$ cat config.mk
export PLATFORM = sky130hd
export DESIGN_NAME = mc_accumulator
export DESIGN_NICKNAME = d
export VERILOG_FILES = /design/src/rtl/mc_accumulator.sv
export SDC_FILE = /design/constraint.sdc
export NUM_CORES = 1
export LEC_CHECK = 0
export ABC_AREA = 1
export CAP_MARGIN = 15
export CORE_UTILIZATION = 40
export DETAILED_ROUTE_END_ITERATION = 16
export GPL_TIMING_DRIVEN = 1
export PLACE_DENSITY = 0.69
export SETUP_SLACK_MARGIN = 0.2
export SYNTH_ARGS = -nofsm -noshare
export SYNTH_HDL_FRONTEND = slang
export SYNTH_SLANG_ARGS = --single-unit
export TNS_END_PERCENT = 5
$ cat constraint.sdc
create_clock -name clk -period 3.28 [get_ports clk]
set_input_delay 0.328 -clock clk [delete_from_list [all_inputs] [get_ports clk]]
set_output_delay 0.328 -clock clk [all_outputs]
set_load 0.01 [all_outputs]
$ cat src/rtl/mc_accumulator.sv
// Purpose   : Monte-Carlo payoff accumulator; sums accepted payoffs and their squares over a host-set sample count.
// Latency   : 2 cycles from an accepted PAYOFF to SUM_OUTPUT/SUM_SQUARE_OUTPUT/Current_Count; Status follows one edge later.
// Backpress : none on PAYOFF; SAMPLE_EN throttles the upstream generator, and valids arriving without room are dropped.
//
// Optional feature macro: ACC_OVERRUN_FLAG_EN (adds the sticky Overrun output).
//
// Ports:
//   clk                in   1   system clock, rising edge
//   nRESET             in   1   asynchronous active-low reset
//   Mode               in   1   run request (1 = run, 0 = idle/abort); a 0->1 edge starts a run
//   M_count            in  32   target sample count, latched at start
//   PAYOFF             in  16   unsigned payoff sample
//   PAYOFF_VALID       in   1   PAYOFF valid this cycle
//   SAMPLE_EN          out  1   enable to the upstream sample generator
//   SUM_OUTPUT         out 64   running sum of accepted payoffs
//   SUM_SQUARE_OUTPUT  out 64   running sum of squared accepted payoffs
//   Status             out  1   run complete
//   Current_Count      out 32   samples accumulated so far
//   Overrun            out  1   sticky discarded-sample flag (ACC_OVERRUN_FLAG_EN only)

module mc_accumulator (
    input  logic        clk,
    input  logic        nRESET,
    input  logic        Mode,
    input  logic [31:0] M_count,
    input  logic [15:0] PAYOFF,
    input  logic        PAYOFF_VALID,
    output logic        SAMPLE_EN,
    output logic [63:0] SUM_OUTPUT,
    output logic [63:0] SUM_SQUARE_OUTPUT,
    output logic        Status,
    output logic [31:0] Current_Count
`ifdef ACC_OVERRUN_FLAG_EN
    ,
    output logic        Overrun
`endif
);

    typedef enum logic [1:0] {
        IDLE = 2'd0,
        RUN  = 2'd1,
        DONE = 2'd2
    } state_t;

    state_t      state;
    state_t      state_nxt;
    logic        mode_d;
    logic        armed;
    logic [31:0] target;
    logic        s1_vld;
    logic [15:0] s1_val;
    logic [31:0] s1_sq;
    logic [31:0] payoff_sq;
    logic        start;
    logic        room;
    logic        accept;
    logic        commit;

    // After reset, Mode must be seen low before a rising edge counts, so a
    // host that leaves Mode high across a reset does not restart the run.
    assign start = (state == IDLE) && Mode && !mode_d && armed;

    // Room counts the stage-1 sample as already spoken for; 33-bit compare
    // keeps the sum from wrapping when target is near 2^32-1.
    assign room = ({1'b0, Current_Count} + {32'd0, s1_vld}) < {1'b0, target};

    // Gating on Mode drops the in-flight sample on the abort edge.
    assign accept = (state == RUN) && Mode && PAYOFF_VALID && room;
    assign commit = (state == RUN) && Mode && s1_vld;

    assign payoff_sq = {16'd0, PAYOFF} * {16'd0, PAYOFF};

    // State register
    always_ff @(posedge clk or negedge nRESET) begin
        if (!nRESET) begin
            state <= IDLE;
        end else begin
            state <= state_nxt;
        end
    end

    // Next-state logic
    always_comb begin
        state_nxt = state;
        case (state)
            IDLE: begin
                if (start) begin
                    state_nxt = (M_count == 32'd0) ? DONE : RUN;
                end
            end
            RUN: begin
                if (!Mode) begin
                    state_nxt = IDLE;
                end else if ((Current_Count == target) && !s1_vld) begin
                    state_nxt = DONE;
                end
            end
            DONE: begin
                if (!Mode) begin
                    state_nxt = IDLE;
                end
            end
            default: state_nxt = IDLE;
        endcase
    end

    // Outputs
    always_comb begin
        SAMPLE_EN = 1'b0;
        Status    = 1'b0;
        case (state)
            RUN:     SAMPLE_EN = room;
            DONE:    Status    = 1'b1;
            default: ;
        endcase
    end

    // Edge detect, target latch and two-stage accumulation pipeline
    always_ff @(posedge clk or negedge nRESET) begin
        if (!nRESET) begin
            mode_d            <= 1'b0;
            armed             <= 1'b0;
            target            <= 32'd0;
            s1_vld            <= 1'b0;
            s1_val            <= 16'd0;
            s1_sq             <= 32'd0;
            SUM_OUTPUT        <= 64'd0;
            SUM_SQUARE_OUTPUT <= 64'd0;
            Current_Count     <= 32'd0;
        end else begin
            mode_d <= Mode;
            armed  <= armed | !Mode;
            s1_vld <= accept;
            if (accept) begin
                s1_val <= PAYOFF;
                s1_sq  <= payoff_sq;
            end
            if (start) begin
                target            <= M_count;
                SUM_OUTPUT        <= 64'd0;
                SUM_SQUARE_OUTPUT <= 64'd0;
                Current_Count     <= 32'd0;
            end else if (commit) begin
                // (2^16-1)^2 * (2^32-1) < 2^64: these cannot wrap.
                SUM_OUTPUT        <= SUM_OUTPUT + {48'd0, s1_val};
                SUM_SQUARE_OUTPUT <= SUM_SQUARE_OUTPUT + {32'd0, s1_sq};
                Current_Count     <= Current_Count + 32'd1;
            end
        end
    end

`ifdef ACC_OVERRUN_FLAG_EN
    // Sticky until the next start: a valid arriving in DONE, or in RUN
    // without room, was thrown away.
    always_ff @(posedge clk or negedge nRESET) begin
        if (!nRESET) begin
            Overrun <= 1'b0;
        end else if (start) begin
            Overrun <= 1'b0;
        end else if (PAYOFF_VALID &&
                     ((state == DONE) || ((state == RUN) && !room))) begin
            Overrun <= 1'b1;
        end
    end
`endif

endmodule

==> out/qor.csv, run 1 <==
stage,metric,value,unit
status,status,"finished, violations left",
status,failing checks,setup timing,
synthesis,Simple-Gate Fraction of Synth Area,0.313,
synthesis,Ys Warns,0,
synthesis,sequential area share after synthesis,0.241,
job,Max-Cap Viols,0,
min_path,hold path start,PAYOFF[10],
cells_and_area,Area Growth Syn to Fin,30.9,%
synthesis,largest cells by area after synthesis,"dfrtp_1, nand2_1, fa_1",
setup_path,Worst path most repeated cell,fa_1,
sta,endpoints failing hold,0,
clocking,htree depth,1,
cells_and_area,# fillers,5946,
route,drt drc,0,
cells_and_area,final core occ,0.532,
setup_path,Startpoint Class,input pin,
sta,clk_skew,0.0454,ns
sta,RSZ-0062 raised after global routing,true,
sta,max_slew headroom,0.483,
die,Initial Utilization,0.406,
synthesis,Syn Inst Count,3697,
route,drt first pass iters,5,
synthesis,Post-Synth Adder-Cell Area,0.221,
route,antenna-violating nets left,0,
sta,Final setup viols,48,
global_route,largest net degree at the start of global routing,92,
power,leakage,17.3,nW
clocking,Worst-path clk slew,0.06,ns
setup_path,CP peak stage delay,0.54,ns
die,row count,91,
power,VDD IR max,0.00158,V
power,combinational share of power,0.741,
placement,routability cong.,0.988,
global_route,Overflow after GRT,0,
setup_path,CP max FO,6,
synthesis,syn avg cell area,6.82,um2
cells_and_area,Final Net Count,4620,
synthesis,Synth area leader,dfrtp_1,
synthesis,Synth Area in Compound Gates,0.0773,
global_route,vias in the first global route,24577,
synthesis,distinct cell type count after synthesis,48,
global_route,antenna violations before repair,2,
sta,f_max,209,MHz
cells_and_area,share of cells above drive strength 1,0.157,
power,cell area power density,875,nW/um2
route,WL final,80.9,mm
synthesis,Synth top cells by count,"nand2_1, inv_1, nor2_1",
synthesis,XOR/XNOR Fraction of Synth Area,0.0281,
clocking,clock buffers created by TritonCTS,30,
die,I/O Pins,214,
cells_and_area,Finished Layout Cells,5082,
route,DRT iter0 DRCs,1960,
route,DR vias,25338,
synthesis,"flops & latches, synth",243,
route,Avg WL per Cell,15.9,um
synthesis,post-synthesis mux area share,0.000447,
clocking,clk sinks,243,
setup_path,CP bufs+invs,8,
setup_path,CP endpoint kind,flip-flop,
synthesis,number of flops mapped to enable cells by yosys,0,
sta,period utilization,1.46,
synthesis,dominant synthesized flop cell,dfrtp_1,
power,switching share of total power,0.473,
setup_path,Worst EP arrival,5.33,ns
clocking,Clock Latency Late Sink,0.61,ns
synthesis,"FFs w/ async S/R, synth",1.00,
die,core region area,62100,um2
setup_path,CP top delay family,adder cells,
clocking,clock root cell,clkbuf_16,
sta,fin worst setup slack,-1.50,ns
placement,dpl cells,4989,
die,die outline area,64000,um2
min_path,HP Class,input pin to flip-flop,
sta,Max Transition Viols Final,0,
clocking,clk buf depth,3,
route,Via-to-Cell Ratio,4.99,
setup_path,"Max stage delay cell, worst path",fa_1,
power,Net Switching,0.0137,W
clocking,CTS tree,yes,
die,die height,253,um
setup_path,r2r startpoint,s1_vld,
cells_and_area,diode count,0,
synthesis,most frequent cell after synthesis,nand2_1,
setup_path,CP Data Required Time,3.82,ns
power,clock share of power,0.128,
power,Internal,0.0152,W
setup_path,Worst setup startpoint,PAYOFF[13],
power,total power,0.0289,W
sta,Period minus WS final,4.78,ns
global_route,gr usage total,0.253,
setup_path,Crit Path Category,input pin to flip-flop,
synthesis,largest family of logic cells by synthesized area,simple AND/OR/NAND/NOR gates,
global_route,first-pass GRT wire length,129,mm
synthesis,top cell type's share of synthesized area,0.241,
power,fraction of power consumed by sequential logic,0.132,
synthesis,Syn Nets,4096,
sta,worst slew pin tran,0.776,ns
synthesis,Synth Cell Area,25200,um2
placement,IO Port Bufs,213,
die,die width,253,um
placement,Placement Setup Slack,-2.51,ns
sta,hold slack,0.284,ns
placement,Post-DP HPWL,64.3,mm
logic make-up after synthesis:
logic type | count (synthesis)
muxes | 1
DFF | 243
buffers and inverters | 783
and+or+nand+nor | 1874
AOI/OAI and AO/OA | 368
adders and majority gates | 347
xor gates and xnor gates | 81
power groups by stage:
stage	registers (W)	logic, W	clock network (W)
final	0.00380	0.0214	0.00369
after global routing	0.00383	0.0236	0.00388
after CTS	0.00380	0.0204	0.00377
after detailed placement	0.00384	0.0184	0
after global placement	0.00385	0.0183	0
after floorplan	0.00369	0.0119	0
cells in the final DEF, fill, tap and decap left out, types with 38 or more instances in the layout:
cell type / n
nand2_1: 1067
inv_1: 656
buf_4: 326
nor2_1: 302
dfrtp_1: 243
clkdlybuf4s50_1: 196
nand3_1: 187
ha_1: 163
fa_1: 157
a21oi_1: 145
o21ai_0: 139
nand4_1: 78
nor3_1: 73
xor2_1: 61
nand2_2: 53
inv_2: 38
per-stage QoR:
stage	TNS, ns	instance area, um2
2_1_floorplan	-39.04	25700
3_3_place_gp	-69.41	30900
3_5_place_dp	-71.03	30900
4_1_cts	-37.40	32800
5_1_grt	-49.39	33000
6_report	-38.57	33000
final timing paths:
| kind | end | slack (ns) | depth (start not counted) |
|---|---|---|---|
| worst min register to register | s1_val[3] | 0.48 | 2 |
| worst min-delay path | s1_val[10] | 0.28 | 5 |
| worst max-delay path | s1_sq[29] | -1.50 | 27 |
| min in group asynchronous | Current_Count[12] | 0.36 | 2 |
| worst max register to register | s1_val[15] | -0.25 | 20 |
| max in group asynchronous | SUM_SQUARE_OUTPUT[35] | 2.05 | 3 |
layer usage:
| layer | GRT usage | wire length (um) | vias to the layer above |
|---|---|---|---|
| met5 | 0 | 14 | - |
| met4 | 0.0710 | 2190 | 4 |
| met3 | 0.0280 | 4650 | 132 |
| met2 | 0.427 | 38200 | 709 |
| met1 | 0.342 | 35800 | 11908 |
| li1 | - | - | 12585 |
what timing repair did:
| item | 4_1_cts | 5_1_grt |
|---|---|---|
| endpoints found under the setup margin | 48 | 48 |
| pin swaps | 61 | 44 |
| endpoints found under the hold margin | 85 | 0 |
| cloned | 5 | 0 |
| resized for setup | 183 | 74 |
| buffers inserted | 25 | 6 |
| hold buffers | 1 | 0 |
area by class of cell:
type	instances	area, um2	share of cell area
flip-flops and latches	243	6080	0.184
repair buffers	581	5250	0.159
multi-input cells	2671	16900	0.513
clock inverters	17	262	0.00792
well taps	837	1050	0.0317
clock buffers	39	835	0.0253
inverters	694	2610	0.0789
flip-flops by register name (all words and copies together) (netlist names):
register           count
SUM_OUTPUT            64
SUM_SQUARE_OUTPUT     64
Current_Count         32
target                32
s1_sq                 30
s1_val                16
state                  2
armed                  1
mode_d                 1
s1_vld                 1
worst register-to-register path, cell delays in order, from the launching register on:
cell	delay, ns
dfrtp_1	0.37
ha_2	0.20
ha_1	0.16
inv_1	0.07
nor2_4	0.12
nand2_2	0.10
nor2_4	0.16
buf_4	0.14
nand3_1	0.10
xor2_1	0.17
ha_1	0.31
a21oi_2	0.13
o21ai_0	0.10
a21oi_2	0.15
nand2_1	0.11
nor2_4	0.16
nand2_2	0.08
buf_4	0.14
nor2_4	0.35
nand2_1	0.25
nand2_1	0.11
Power figures use the tool's default switching activity.
==> run 2, diff against run 1 <==
Settings changed: CORE_MARGIN from default to 8.
==> out/qor.csv, run 2 (synthesis results as in run 1) <==
stage,metric,value,unit
power,combinational share of power,0.751,
placement,routability cong.,0.974,
sta,clk_skew,0.0399,ns
route,Via-to-Cell Ratio,4.99,
setup_path,CP Data Required Time,3.77,ns
cells_and_area,Final Net Count,4609,
clocking,Worst-path clk slew,0.06,ns
sta,Final setup viols,48,
route,DR vias,25368,
global_route,gr usage total,0.226,
power,Net Switching,0.0144,W
global_route,antenna violations before repair,0,
setup_path,"Max stage delay cell, worst path",fa_1,
die,Initial Utilization,0.402,
clocking,clock buffers created by TritonCTS,30,
route,DRT iter0 DRCs,2140,
global_route,Overflow after GRT,0,
clocking,CTS tree,yes,
setup_path,FF-to-FF path depth,22,
sta,hold slack,0.295,ns
cells_and_area,diode count,0,
setup_path,CP top delay family,adder cells,
setup_path,Startpoint Class,input pin,
power,Internal,0.0152,W
sta,max_slew headroom,0.558,
die,row count,92,
route,drt first pass iters,6,
status,failing checks,setup timing,
sta,setup_tns,-37.72,ns
global_route,first-pass GRT wire length,131,mm
setup_path,Crit Path Category,input pin to flip-flop,
sta,RSZ-0062 raised after global routing,true,
setup_path,Worst path most repeated cell,nand2_1,
cells_and_area,# fillers,6046,
sta,period utilization,1.44,
power,clock share of power,0.120,
cells_and_area,share of cells above drive strength 1,0.158,
clocking,clk sinks,243,
setup_path,CP max FO,5,
min_path,HP Class,input pin to async pin,
route,antenna-violating nets left,0,
clocking,clk buf depth,3,
setup_path,CP bufs+invs,9,
die,core region area,62700,um2
die,die outline area,71300,um2
power,fraction of power consumed by sequential logic,0.128,
job,Max-Cap Viols,0,
sta,worst slew pin tran,0.658,ns
power,leakage,17.3,nW
setup_path,reg2reg end,s1_val[13],
cells_and_area,"commonest non-fill, non-tap cell in the layout",nand2_1,
clocking,htree depth,1,
die,I/O Pins,214,
sta,Max Transition Viols Final,0,
placement,Post-DP HPWL,65.4,mm
placement,IO Port Bufs,213,
cells_and_area,Area Growth Syn to Fin,31.1,%
route,Avg WL per Cell,16.1,um
sta,Period minus WS final,4.73,ns
power,switching share of total power,0.487,
sta,f_max,211,MHz
sta,endpoints failing hold,0,
die,die height,267,um
status,status,"finished, violations left",
cells_and_area,most frequent cells in the layout,"nand2_1, inv_1, buf_4",
power,total power,0.0296,W
power,VDD IR max,0.00260,V
clocking,clock root cell,clkbuf_16,
setup_path,CP endpoint kind,flip-flop,
die,die width,267,um
setup_path,CP peak stage delay,0.56,ns
sta,fin worst setup slack,-1.45,ns
clocking,Clock Latency Late Sink,0.60,ns
power,cell area power density,896,nW/um2
route,drt drc,0,
setup_path,flop-to-flop setup slack,-0.33,ns
cells_and_area,top flop regs,"SUM_OUTPUT x64, SUM_SQUARE_OUTPUT x64",
setup_path,r2r startpoint,Current_Count[0],
setup_path,Worst EP arrival,5.23,ns
route,WL final,81.6,mm
global_route,vias in the first global route,24947,
global_route,largest net degree at the start of global routing,76,
[run 2: timing repair]
action                                  in CTS  in global routing
endpoints found under the hold margin       63                  0
buffers inserted                            32                  1
pin swaps                                   89                 70
hold buffers                                 1                  0
endpoints found under the setup margin      48                 48
gates cloned                                 4                  0
resized for setup                          186                 95
[run 2: final cells by class]
class                   instances  area, um2  area share
well taps                     846       1060      0.0320
multi-input cells            2671      17100       0.516
clock buffers                  43        870      0.0263
clock inverters                12        198     0.00598
inverters                     694       2610      0.0789
flip-flops and latches        243       6080       0.184
repair buffers                570       5180       0.157
[run 2: worst max path at each step]
stage                from         to  slack [ns]  cells past startpoint
6_report       PAYOFF[10]  s1_sq[21]       -1.45                     26
5_1_grt         PAYOFF[6]  s1_sq[28]       -1.66                     26
4_1_cts         PAYOFF[9]  s1_sq[28]       -1.47                     26
3_5_place_dp    PAYOFF[2]  s1_sq[22]       -2.56                     22
3_3_place_gp    PAYOFF[2]  s1_sq[22]       -2.57                     22
2_1_floorplan  PAYOFF[10]  s1_sq[26]       -1.73                     25
[run 2: through the flow]
stage | std cells | utilization | setup slack (ns) | area (um2)
global route | 5079 | 0.527 | -1.66 | 33100
global placement | 4986 | 0.492 | -2.57 | 30900
detailed placement | 4986 | 0.492 | -2.56 | 30900
floorplan | 3697 | - | -1.73 | 25700
finish | 5079 | 0.527 | -1.45 | 33100
CTS | 5078 | 0.522 | -1.47 | 32700
[run 2: layer usage]
layer  global-route usage  part of all wire  vias to the layer above
met5                    0                 0                        -
met4               0.0572             0.024                        0
met3               0.0233             0.062                      124
met2                0.389              0.48                      801
met1                0.302              0.44                    11930
li1                     -                 -                    12513
[run 2: power by group through the flow]
stage	clock [W]	sequential, W	combinational, W
5_1_grt	0.00375	0.00383	0.0246
3_3_place_gp	0	0.00385	0.0177
6_report	0.00357	0.00380	0.0223
3_5_place_dp	0	0.00384	0.0178
2_1_floorplan	0	0.00369	0.0119
4_1_cts	0.00362	0.00380	0.0204
==> run 3, diff against run 2 <==
Settings changed: RECOVER_POWER from default to 50.
==> out/qor.csv, run 3 (synthesis results as in run 1) <==
stage,metric,value,unit
route,WL final,81.7,mm
sta,endpoints failing hold,0,
sta,hold slack,0.327,ns
die,row count,92,
power,VDD IR max,0.00260,V
route,DR vias,25389,
setup_path,Worst path most repeated cell,nand2_1,
global_route,Overflow after GRT,0,
clocking,clk sinks,243,
cells_and_area,most frequent cells in the layout,"nand2_1, inv_1, buf_4",
min_path,HP Class,input pin to flip-flop,
job,Max-Cap Viols,1,
sta,max_slew headroom,-0.165,
placement,IO Port Bufs,213,
sta,clk_skew,0.0379,ns
sta,Final setup viols,48,
global_route,gr usage total,0.226,
die,core region area,62700,um2
setup_path,reg2reg end,s1_val[13],
route,drt drc,0,
die,die outline area,71300,um2
min_path,hold path start,PAYOFF[7],
setup_path,CP endpoint kind,flip-flop,
clocking,clock buffers created by TritonCTS,30,
route,antenna-violating nets left,0,
sta,f_max,211,MHz
min_path,Worst Hold End,s1_val[7],
cells_and_area,Area Growth Syn to Fin,30.9,%
status,failing checks,"capacitance limit, slew limit, setup timing",
die,Initial Utilization,0.402,
min_path,hold depth,6,
power,total power,0.0296,W
setup_path,Startpoint Class,input pin,
setup_path,Crit Path Category,input pin to flip-flop,
cells_and_area,share of cells above drive strength 1,0.157,
die,die height,267,um
sta,fin worst setup slack,-1.47,ns
setup_path,Worst EP arrival,5.24,ns
clocking,CTS tree,yes,
clocking,Clock Latency Late Sink,0.60,ns
sta,Period minus WS final,4.75,ns
setup_path,r2r startpoint,Current_Count[0],
setup_path,FF-to-FF path depth,22,
global_route,first-pass GRT wire length,131,mm
setup_path,CP Data Required Time,3.77,ns
setup_path,CP max FO,5,
global_route,largest net degree at the start of global routing,76,
sta,period utilization,1.45,
clocking,clock root cell,clkbuf_16,
clocking,htree depth,1,
clocking,clk buf depth,3,
setup_path,"Max stage delay cell, worst path",fa_1,
placement,Post-DP HPWL,65.4,mm
die,die width,267,um
route,Avg WL per Cell,16.1,um
sta,Max Transition Viols Final,67,
cells_and_area,Final Net Count,4609,
setup_path,CP peak stage delay,0.56,ns
die,I/O Pins,214,
cells_and_area,"commonest non-fill, non-tap cell in the layout",nand2_1,
route,drt first pass iters,6,
cells_and_area,top flop regs,"SUM_OUTPUT x64, SUM_SQUARE_OUTPUT x64",
cells_and_area,diode count,0,
global_route,vias in the first global route,24947,
power,cell area power density,898,nW/um2
route,Via-to-Cell Ratio,5.00,
clocking,Worst-path clk slew,0.06,ns
placement,routability cong.,0.974,
setup_path,flop-to-flop setup slack,-0.31,ns
power,leakage,17.3,nW
global_route,antenna violations before repair,0,
sta,worst slew pin tran,1.75,ns
status,status,"finished, violations left",
route,DRT iter0 DRCs,2129,
sta,RSZ-0062 raised after global routing,true,
[run 3: worst max-delay path: cells and delay by family]
family | cells | cell delay [ns]
AO/OA/AOI/OAI | 3 | 0.44
adder cells (fa/ha/maj) | 7 | 3.30
buffers and inverters | 9 | 0.70
AND/OR/NAND/NOR | 7 | 0.45
[run 3: power breakdown]
| group | internal (W) | switching (W) | leakage [nW] | total (W) |
|---|---|---|---|---|
| sequential | 0.00343 | 0.000375 | 3.27 | 0.00380 |
| clock | 0.00216 | 0.00140 | 0.516 | 0.00356 |
| combinational | 0.00960 | 0.0127 | 13.6 | 0.0223 |
[run 3: how the worst max path moves through the flow]
stage	from	end	slack, ns
2_1_floorplan	PAYOFF[10]	s1_sq[26]	-1.73
3_3_place_gp	PAYOFF[2]	s1_sq[22]	-2.57
3_5_place_dp	PAYOFF[2]	s1_sq[22]	-2.56
4_1_cts	PAYOFF[9]	s1_sq[28]	-1.47
5_1_grt	PAYOFF[6]	s1_sq[28]	-1.66
6_report	PAYOFF[10]	s1_sq[21]	-1.47
[run 3: repair_timing]
item	in CTS	in global routing
endpoints found under the setup margin	48	48
gates resized for setup	186	95
pin swaps	89	70
gates cloned	4	0
endpoints found under the hold margin	63	0
buffers inserted	32	1
hold buffers	1	0
[run 3: stage by stage]
step	utilization	setup TNS (ns)	worst slack, ns	cells	area, um2
final	0.526	-37.75	-1.47	5079	33000
after global routing	0.526	-48.16	-1.66	5079	33000
after CTS	0.522	-40.89	-1.47	5078	32700
after detailed placement	0.492	-70.39	-2.56	4986	30900
after global placement	0.492	-69.32	-2.57	4986	30900
after floorplan	-	-39.04	-1.73	3697	25700
[run 3: final cells by class]
class / count / area (um2)
clock buffer: 43 / 870
multi-input combinational: 2671 / 17100
sequential: 243 / 6080
clock inverter: 12 / 198
tap: 846 / 1060
inverter: 694 / 2610
fill: 6054 / 29700
timing repair buffer: 570 / 5120
[run 3: per-layer routing]
metal,vias to the layer above,global-route usage,share of wire
li1,12528,-,-
met1,11985,0.302,0.44
met2,756,0.389,0.48
met3,120,0.0233,0.057
met4,0,0.0572,0.024
met5,-,0,0
